### src/rtl/game_sequencer_pkg.sv
// Shared definitions for the play-state controller and the renderer.
package game_sequencer_pkg;

  localparam int STATE_W = 2;

  typedef enum logic [STATE_W-1:0] {
    ST_ATTRACT = 2'd0,
    ST_PLAY    = 2'd1,
    ST_DYING   = 2'd2,
    ST_OVER    = 2'd3
  } state_e;

  function automatic logic [7:0] max8(input logic [7:0] a, input logic [7:0] b);
    return (a > b) ? a : b;
  endfunction

endpackage

### src/rtl/game_sequencer_btn_debounce.sv
// Move-button conditioning: 2-flop synchronizer, frame-rate debounce, rising-edge press pulse.
module btn_debounce #(
  parameter int DB_FRAMES = 3
) (
  input  logic clk,
  input  logic rst_n,
  input  logic btn_i,
  input  logic frame_tick_i,
  output logic btn_db_o,
  output logic press_o
);

  logic [1:0] sync_q;
  logic       db_q, db_d;
  logic [3:0] cnt_q, cnt_d;
  logic       press_q, press_d;

  // synchronize the asynchronous pin into the clk domain
  always_ff @(posedge clk) begin
    if (!rst_n) sync_q <= 2'b00;
    else        sync_q <= {sync_q[0], btn_i};
  end

  // count consecutive frame samples that disagree with the debounced level
  always_comb begin
    db_d  = db_q;
    cnt_d = cnt_q;
    if (frame_tick_i) begin
      if (sync_q[1] == db_q) begin
        cnt_d = 4'd0;
      end else if (cnt_q == 4'(DB_FRAMES - 1)) begin
        db_d  = sync_q[1];
        cnt_d = 4'd0;
      end else begin
        cnt_d = cnt_q + 4'd1;
      end
    end
    press_d = db_d & ~db_q;
  end

  // debounce state and press pulse registers
  always_ff @(posedge clk) begin
    if (!rst_n) begin
      db_q    <= 1'b0;
      cnt_q   <= 4'd0;
      press_q <= 1'b0;
    end else begin
      db_q    <= db_d;
      cnt_q   <= cnt_d;
      press_q <= press_d;
    end
  end

  assign btn_db_o = db_q;
  assign press_o  = press_q;

endmodule

### src/rtl/game_sequencer.sv
// Play-state controller: attract/play/dying/over sequencing, collision latch,
// frame counter, death flash and high score for the vertical scroller.
module game_sequencer
  import game_sequencer_pkg::*;
#(
  parameter int DB_FRAMES    = 3,
  parameter int DIE_FRAMES   = 60,
  parameter int FLASH_FRAMES = 8,
  parameter int IDLE_FRAMES  = 250,
  parameter int WIN_SCORE    = 99
) (
  input  logic         clk,
  input  logic         rst_n,
  input  logic         btn_in,
  input  logic         frame_tick,
  input  logic         collision,
  input  logic [7:0]   score,
  output logic         scroll_rst,
  output logic         scroll_move,
  output logic [1:0]   state,
  output logic         flash,
  output logic         win,
  output logic [7:0]   high_score
);

  localparam logic [7:0] DIE_LAST   = 8'(DIE_FRAMES - 1);
  localparam logic [7:0] IDLE_LAST  = 8'(IDLE_FRAMES - 1);
  localparam logic [7:0] FLASH_DIV  = 8'(FLASH_FRAMES);
  localparam logic [7:0] FLASH_LAST = 8'(FLASH_FRAMES - 1);
  localparam logic [7:0] WIN_VAL    = 8'(WIN_SCORE);

  logic btn_db, press;

  state_e     state_q, state_d;
  logic       restart_q, restart_d;
  logic       coll_q, coll_d;
  logic [7:0] frame_cnt_q, frame_cnt_d;
  logic       flash_q, flash_d;
  logic       win_q, win_d;
  logic [7:0] hs_q, hs_d;
  logic       scroll_rst_q, scroll_rst_d;
  logic       scroll_move_q, scroll_move_d;
  logic       coll_hit;

  btn_debounce #(.DB_FRAMES(DB_FRAMES)) u_btn (
    .clk          (clk),
    .rst_n        (rst_n),
    .btn_i        (btn_in),
    .frame_tick_i (frame_tick),
    .btn_db_o     (btn_db),
    .press_o      (press)
  );

  // a collision on the tick cycle still belongs to the frame that is ending
  assign coll_hit = coll_q | collision;

  // next-state, win flag, restart marker and high-score update
  always_comb begin
    state_d   = state_q;
    restart_d = restart_q;
    win_d     = win_q;
    hs_d      = hs_q;
    case (state_q)
      ST_ATTRACT: begin
        // restart_q marks the single scroller-reset cycle of a restart from OVER
        if (restart_q) begin
          state_d   = ST_PLAY;
          restart_d = 1'b0;
        end else if (press) begin
          state_d = ST_PLAY;
          win_d   = 1'b0;
        end
      end
      ST_PLAY: begin
        if (frame_tick) begin
          if (coll_hit) begin
            state_d = ST_DYING;
            hs_d    = max8(hs_q, score);
          end else if (score == WIN_VAL) begin
            state_d = ST_OVER;
            win_d   = 1'b1;
            hs_d    = max8(hs_q, score);
          end
        end
      end
      ST_DYING: begin
        if (frame_tick && frame_cnt_q == DIE_LAST) state_d = ST_OVER;
      end
      ST_OVER: begin
        if (press) begin
          state_d   = ST_ATTRACT;
          restart_d = 1'b1;
          win_d     = 1'b0;
        end else if (frame_tick && frame_cnt_q == IDLE_LAST) begin
          state_d = ST_ATTRACT;
        end
      end
      default: state_d = ST_ATTRACT;
    endcase
  end

  // collision latch, frame counter, flash and registered scroller controls
  always_comb begin
    coll_d = coll_q;
    if (frame_tick)                          coll_d = 1'b0;
    else if (collision && state_q == ST_PLAY) coll_d = 1'b1;

    frame_cnt_d = frame_cnt_q;
    if (state_d != state_q)                    frame_cnt_d = 8'd0;
    else if (frame_tick && frame_cnt_q != 8'hFF) frame_cnt_d = frame_cnt_q + 8'd1;

    flash_d = flash_q;
    if (state_q == ST_DYING && frame_tick && (frame_cnt_q % FLASH_DIV) == FLASH_LAST)
      flash_d = ~flash_q;
    if (state_d != ST_DYING) flash_d = 1'b0;

    // keyed off the next state so these line up with the state output
    scroll_rst_d  = (state_d == ST_ATTRACT);
    scroll_move_d = btn_db & (state_d == ST_PLAY);
  end

  // state and output registers
  always_ff @(posedge clk) begin
    if (!rst_n) begin
      state_q       <= ST_ATTRACT;
      restart_q     <= 1'b0;
      coll_q        <= 1'b0;
      frame_cnt_q   <= 8'd0;
      flash_q       <= 1'b0;
      win_q         <= 1'b0;
      hs_q          <= 8'd0;
      scroll_rst_q  <= 1'b1;
      scroll_move_q <= 1'b0;
    end else begin
      state_q       <= state_d;
      restart_q     <= restart_d;
      coll_q        <= coll_d;
      frame_cnt_q   <= frame_cnt_d;
      flash_q       <= flash_d;
      win_q         <= win_d;
      hs_q          <= hs_d;
      scroll_rst_q  <= scroll_rst_d;
      scroll_move_q <= scroll_move_d;
    end
  end

  assign state       = state_q;
  assign scroll_rst  = scroll_rst_q;
  assign scroll_move = scroll_move_q;
  assign flash       = flash_q;
  assign win         = win_q;
  assign high_score  = hs_q;

endmodule

### config.mk
export PLATFORM = sky130hd
export DESIGN_NAME = game_sequencer
export DESIGN_NICKNAME = d
export VERILOG_FILES = /design/src/rtl/game_sequencer_pkg.sv /design/src/rtl/game_sequencer_btn_debounce.sv /design/src/rtl/game_sequencer.sv
export SDC_FILE = /design/constraint.sdc
export NUM_CORES = 1
export LEC_CHECK = 0
export CAP_MARGIN = 0
export CORE_UTILIZATION = 30
export DETAILED_ROUTE_END_ITERATION = 8
export PLACE_DENSITY = 0.52
export SLEW_MARGIN = 20
export SYNTH_ARGS = -nofsm -noshare
export SYNTH_HDL_FRONTEND = slang
export SYNTH_SLANG_ARGS = --single-unit
### constraint.sdc
create_clock -name clk -period 2.2 [get_ports clk]
set_input_delay 0.33 -clock clk [delete_from_list [all_inputs] [get_ports clk]]
set_output_delay 0.33 -clock clk [all_outputs]
set_load 0.01 [all_outputs]
==> results.md, run 1 <==
- Switch Pwr: 0.0002783 W
- Final #Nets: 264
- Prevailing post-synth register cell: dfxtp_1
- Max frequency: 0.4897 GHz
- Detailed Route Iter0 Violations: 63
- Ys Warns: 0
- Post-Layout Cell Count: 311
- H-tree levels: 2
- Final Core Density: 41.53%
- Die width: 78.22 um
- Full die area: 6118 um2
- Initial antenna violation count: 0
- Pre-Repair DR Iteration Count: 4
- GR Util met1: 16.51%
- Power share of the sequential group: 47.3%
- Met2 usage: 21.32%
- Leakage power: 0.9291 nW
- Most frequent cells in the layout: 32 x dfxtp_1, 26 x clkdlybuf4s50_1, 25 x nand2_1
- Clock Tree Buf Depth: 2
- Area Growth Syn to Fin: 32.02%
- Final wirelength: 3.667 mm
- VDD IR max: 0.2675 mV
- Setup TNS: 0 ns
- Hold WS: 0.4376 ns
- Post-DRT Antenna Nets: 0
- Sw frac: 22.01%
- Setup crit end kind: flop
- Total CTS buffers: 5
- Avg Inst Size Synth: 8.984 um2
- DP Worst Slack: -0.2217 ns
- GRT overflow: 0
- Gpl congestion: 0.7932
- Register area: 640.6 um2
- Worst setup margin: 0.1580 ns
- WL per Instance: 11.79 um
- Reg clk slew, reported paths: 0.07 ns
- Via/cell ratio: 4.547
- Number of enable flip-flop cells after synthesis: 0
- Setup violations, final: 0
- TritonCTS sink count: 32
- Cells after DPL: 303
- Wire length of the first global-routing pass: 6.285 mm
- CTS tree: yes
- CP Data Arrival Time: 2.25 ns
- Final Skew: 0.005599 ns
- Clock Latency Late Sink: 0.28 ns
- CTS Root Buffer Type: clkbuf_8
- Power density over the cells: 549.5 nW/um2
- Io pins: 27
- Hpwl dp: 2.881 mm
- Sequential element share of the synthesized area: 36.76%
- P_int: 0.0009862 W
- DRC: 0
- Commonest non-fill, non-tap cell in the layout: dfxtp_1
- Vias: 1,414
- CP Launch Type: input port
- Status: finished, final reports clean
- RSZ-0062 raised after global routing: false
- Cells after Synth: 194
- Rel. slew slack: 74.86%
- Worst Tran Pin Value: 0.3731 ns
- Fin crit period: 2.042 ns
- Hold bufs inserted after CTS: 0
- Comb power frac: 9.1%
- Largest net degree at the start of global routing: 19
- Total track usage: 13.22%
- Vias in the first global route: 1,398
- Busiest layer in global routing: met2
- Worst R2R Setup Slack: 0.36 ns
- Crit Path Max Fanout: 8
- Fraction of layout cells with a size suffix above 1: 16.32%
- Clk network pwr share: 43.6%
- Share of synthesized registers carrying an async set or reset: 0%
- Hold WC Path Type: reg -> reg
- Die Height: 78.22 um
- IO Port Bufs: 26
- Multi-input logic area: 998.5 um2
- Setup CP Type: in -> reg
- Number of diodes: 0
- Final Slew Violations: 0
- Worst EP required: 2.41 ns
- Seq cells post-synth: 32
- Period utilisation layout: 92.82%
- Initial Utilization: 31.46%
- Core Area: 5540 um2
- Max Cap Viol: 0
- M3 GR Usage: 3.256%
- Num rows: 27
- Fill count: 562
- Post-synthesis cell type count: 42
- Syn nets: 220
- Final hold violations: 0
- Area of the mapped netlist: 1743 um2
per-stage QoR:
stage,total power [W],instance area [um2]
finish,0.001264,2301
global route,0.001325,2301
CTS,0.001289,2296
detailed placement,0.0007268,2188
global placement,0.0007262,2188
floorplan,0.0006708,1743
worst paths after layout:
path,endpoint,from,depth (start not counted)
setup / recovery,high_score[2]$_SDFFE_PN0P_,score[5],9
hold / removal,u_btn.sync_q[1]$_SDFF_PN0_,u_btn.sync_q[0]$_SDFF_PN0_,1
setup reg to reg,scroll_move$_SDFF_PN0_,frame_cnt_q[0]$_SDFFE_PP0P_,6
hold reg to reg,u_btn.sync_q[1]$_SDFF_PN0_,u_btn.sync_q[0]$_SDFF_PN0_,1
state kept, by name (all words and copies together), names as in the netlist:
register / count
coll_q: 1
flash: 1
frame_cnt_q: 8
high_score: 8
restart_q: 1
scroll_move: 1
scroll_rst: 1
state: 2
u_btn.btn_db_o: 1
u_btn.cnt_q: 4
u_btn.press_o: 1
u_btn.sync_q: 2
win: 1
cell type report:
cell class,instances,area share [%]
well taps,72,3.915
repair buffers,44,17.73
multi-input cells,140,43.39
clock inverters,2,1.523
inverters,15,2.447
clock buffers,6,3.154
flip-flops and latches,32,27.84
power by group through the flow:
stage               clock [W]  combinational (W)  sequential (W)
finish               0.000552           0.000115        0.000598
global route         0.000597           0.000129        0.000599
CTS                  0.000574           0.000117        0.000598
detailed placement          0           0.000116        0.000611
global placement            0           0.000115        0.000611
floorplan                   0          0.0000617        0.000609
per-layer routing:
layer,wire length [um],vias up
li1,-,755
met1,1836,633
met2,1639,19
met3,123,7
met4,68,0
met5,0,-
synthesized netlist by cell type, types with 4 or more instances:
library cell | number | area (um2)
ha_1 | 13 | 162.7
xnor2_1 | 6 | 52.55
o21ai_0 | 5 | 25.02
nor2_1 | 15 | 56.30
xor2_1 | 4 | 35.03
and2_1 | 6 | 37.54
mux2i_1 | 9 | 90.09
nand4_1 | 6 | 37.54
dfxtp_1 | 32 | 640.6
a21oi_1 | 10 | 50.05
inv_1 | 15 | 56.30
nand2_1 | 25 | 93.84
kinds of logic after synthesis:
logic type                 count (synthesis)  synth area share (%)
and+or+nand+nor                           79                 24.98
xor gates and xnor gates                  10                 5.025
AOI/OAI and AO/OA                         28                 11.20
muxes                                     10                 6.461
DFF                                       32                 36.75
adders and majority gates                 13                 9.333
buffers and inverters                     22                 6.245
what timing repair did:
item | in CTS | in global routing
endpoints found under the setup margin | 0 | 8
setup buffers | 0 | 0
resized for setup | 0 | 1
critical path, cell delays in order:
cell and delay [ns]:
clkdlybuf4s50_1 0.48, inv_1 0.05, ha_1 0.29, nand4_1 0.14, nor3_2 0.23, nor2_1 0.10
a211oi_4 0.28, buf_12 0.17, mux2i_1 0.19
Power figures use the tool's default switching activity.
==> run 2: changes to the inputs <==
--- a/config.mk
+++ b/config.mk
@@ -9,7 +9,6 @@
 export CORE_UTILIZATION = 30
 export DETAILED_ROUTE_END_ITERATION = 8
 export PLACE_DENSITY = 0.52
-export SLEW_MARGIN = 20
 export SYNTH_ARGS = -nofsm -noshare
 export SYNTH_HDL_FRONTEND = slang
 export SYNTH_SLANG_ARGS = --single-unit
==> constraint.sdc (replaced) <==
create_clock -name clk -period 2.3 [get_ports clk]
set_input_delay 0.345 -clock clk [delete_from_list [all_inputs] [get_ports clk]]
set_output_delay 0.345 -clock clk [all_outputs]
set_load 0.01 [all_outputs]
==> run 2 against run 1 <==
Hold slack about the same. Wire length up 2.0%. Clock-buffer cell count unchanged. Clock power down 4.2%. Highest routed layer unchanged.
==> results.md, run 2 (synthesis results as in run 1) <==
- Status: finished, final reports clean
- Initial Utilization: 31.46%
- Worst EP required: 2.51 ns
- Hold WC Path Type: reg -> reg
- Power density over the cells: 532.4 nW/um2
- Rel. slew slack: 68.98%
- Post-CTS Setup Bufs: 0
- Total track usage: 13.24%
- Vias in the first global route: 1,368
- Post-DRT Antenna Nets: 0
- CTS tree: yes
- Hpwl dp: 2.837 mm
- Fraction of layout cells with a size suffix above 1: 14.89%
- Delay-heaviest family, CP: buffers and inverters
- Via/cell ratio: 4.710
- Initial antenna violation count: 0
- Area Growth Syn to Fin: 30.29%
- WL per Instance: 12.19 um
- R2r startpoint: frame_cnt_q[0]$_SDFFE_PP0P_
- Wire length of the first global-routing pass: 6.306 mm
- Fin crit period: 2.076 ns
- Most frequent cells in the layout: 32 x dfxtp_1, 26 x clkdlybuf4s50_1, 25 x nand2_1
- DRC: 0
- Gpl congestion: 0.7659
- Setup crit end kind: flop
- Full die area: 6118 um2
- Final hold violations: 0
- Power after layout: 0.001209 W
- Vias: 1,446
- Worst R2R Setup Slack: 0.45 ns
- Core Area: 5540 um2
- Io pins: 27
- Final wirelength: 3.741 mm
- Worst R2R Path Depth: 6
- Hold_sp: u_btn.sync_q[0]$_SDFF_PN0_
- Multi-input logic area: 998.5 um2
- Setup CP Type: in -> reg
- VDD IR max: 0.2243 mV
- Worst Tran Pin Value: 0.4590 ns
- CTS Root Buffer Type: clkbuf_8
- Leakage power: 0.9081 nW
- Number of diodes: 0
- Largest net degree at the start of global routing: 20
- Die Height: 78.22 um
- Clock Tree Buf Depth: 2
- Register area: 640.6 um2
- Commonest non-fill, non-tap cell in the layout: dfxtp_1
- Critical Path Stages: 9
- CP Data Arrival Time: 2.29 ns
- Post-Layout Cell Count: 307
- Pre-Repair DR Iteration Count: 4
- Setup violations, final: 0
- Final #Nets: 260
- Hold bufs inserted after CTS: 0
- Cells after DPL: 299
- IO Port Bufs: 26
- Worst Hold Path EP: u_btn.sync_q[1]$_SDFF_PN0_
- Crit Path Max Fanout: 8
- Detailed Route Iter0 Violations: 101
- Reg clk slew, reported paths: 0.07 ns
- CP max stage delay: 0.48 ns
- Final Skew: 0.005771 ns
- Hold depth: 1
- Period utilisation layout: 90.25%
- Final Slew Violations: 0
- Clock Latency Late Sink: 0.28 ns
- CP Launch Type: input port
- Die width: 78.22 um
- H-tree levels: 2
- Num rows: 27
- Max Cap Viol: 0
- Total CTS buffers: 5
- Max frequency: 0.4818 GHz
- RSZ-0062 raised after global routing: false
- Critical path, cell by cell: clkdlybuf4s50_1, inv_1, ha_1, nand4_1, nor3_2, nor2_1, a211oi_4, buf_12, mux2i_1
- Fill count: 589
- GRT overflow: 0
- TritonCTS sink count: 32
- Crit path buf inv count: 3
- Setup TNS: 0 ns
- R2R Path End: scroll_move$_SDFF_PN0_
- Hold WS: 0.4381 ns
- Slowest cell on the critical path: clkdlybuf4s50_1
-- run 2: cell count changes in the layout (fill, tap and decap cells not counted) --
cell | previous run | this run
buf_4 | 17 | 13
-- run 2: area by class of cell --
type                            count  share of cell area (%)
Tap cell                           72                   3.967
Multi-Input combinational cell    140                   43.97
Clock inverter                      2                   1.543
Timing Repair Buffer               40                   16.64
Inverter                           15                   2.479
Clock buffer                        6                   3.196
Sequential cell                    32                   28.21
-- run 2: power breakdown --
group          total (W)  internal [W]  switching (W)
registers       0.000572      0.000563     0.00000936
logic           0.000108     0.0000570      0.0000513
clock network   0.000529      0.000321       0.000207
-- run 2: worst reg2reg max path: cells and delay by family, from the launching register on --
family / cells / cell delay, ns
multiplexers: 1 / 0.51
AND/OR/NAND/NOR: 3 / 0.51
flip-flops: 1 / 0.40
AO/OA/AOI/OAI: 1 / 0.13
adder cells (fa/ha/maj): 1 / 0.20
-- run 2: repair_timing --
item                       4_1_cts  5_1_grt
gates resized for setup          0        1
hold endpoints to repair         0        0
setup endpoints to repair        0        8
-- run 2: worst max-delay path by stage --
stage / slack (ns) / from / endpoint
finish: 0.22 / score[7] / high_score[0]$_SDFFE_PN0P_
global route: 0.04 / score[7] / high_score[4]$_SDFFE_PN0P_
CTS: 0.17 / score[7] / high_score[6]$_SDFFE_PN0P_
detailed placement: -0.11 / score[5] / high_score[6]$_SDFFE_PN0P_
global placement: -0.01 / score[5] / high_score[4]$_SDFFE_PN0P_
floorplan: 0.46 / score[7] / high_score[0]$_SDFFE_PN0P_
-- run 2: layer usage --
metal / vias up / global-route usage (%) / part of all wire, %
li1: 747 / - / -
met5: - / 0 / 0
met4: 0 / 5.926 / 1.2
met2: 19 / 20.70 / 46
met1: 675 / 17.35 / 49
met3: 5 / 2.907 / 3.6
-- run 2: per-stage QoR --
stage	utilization [%]	area (um2)	setup WS [ns]
finish	40.99	2271	0.2243
global route	40.99	2271	0.04487
CTS	40.90	2266	0.1739
detailed placement	38.96	2158	-0.1140
global placement	38.96	2158	-0.01057
floorplan	-	1743	0.4553
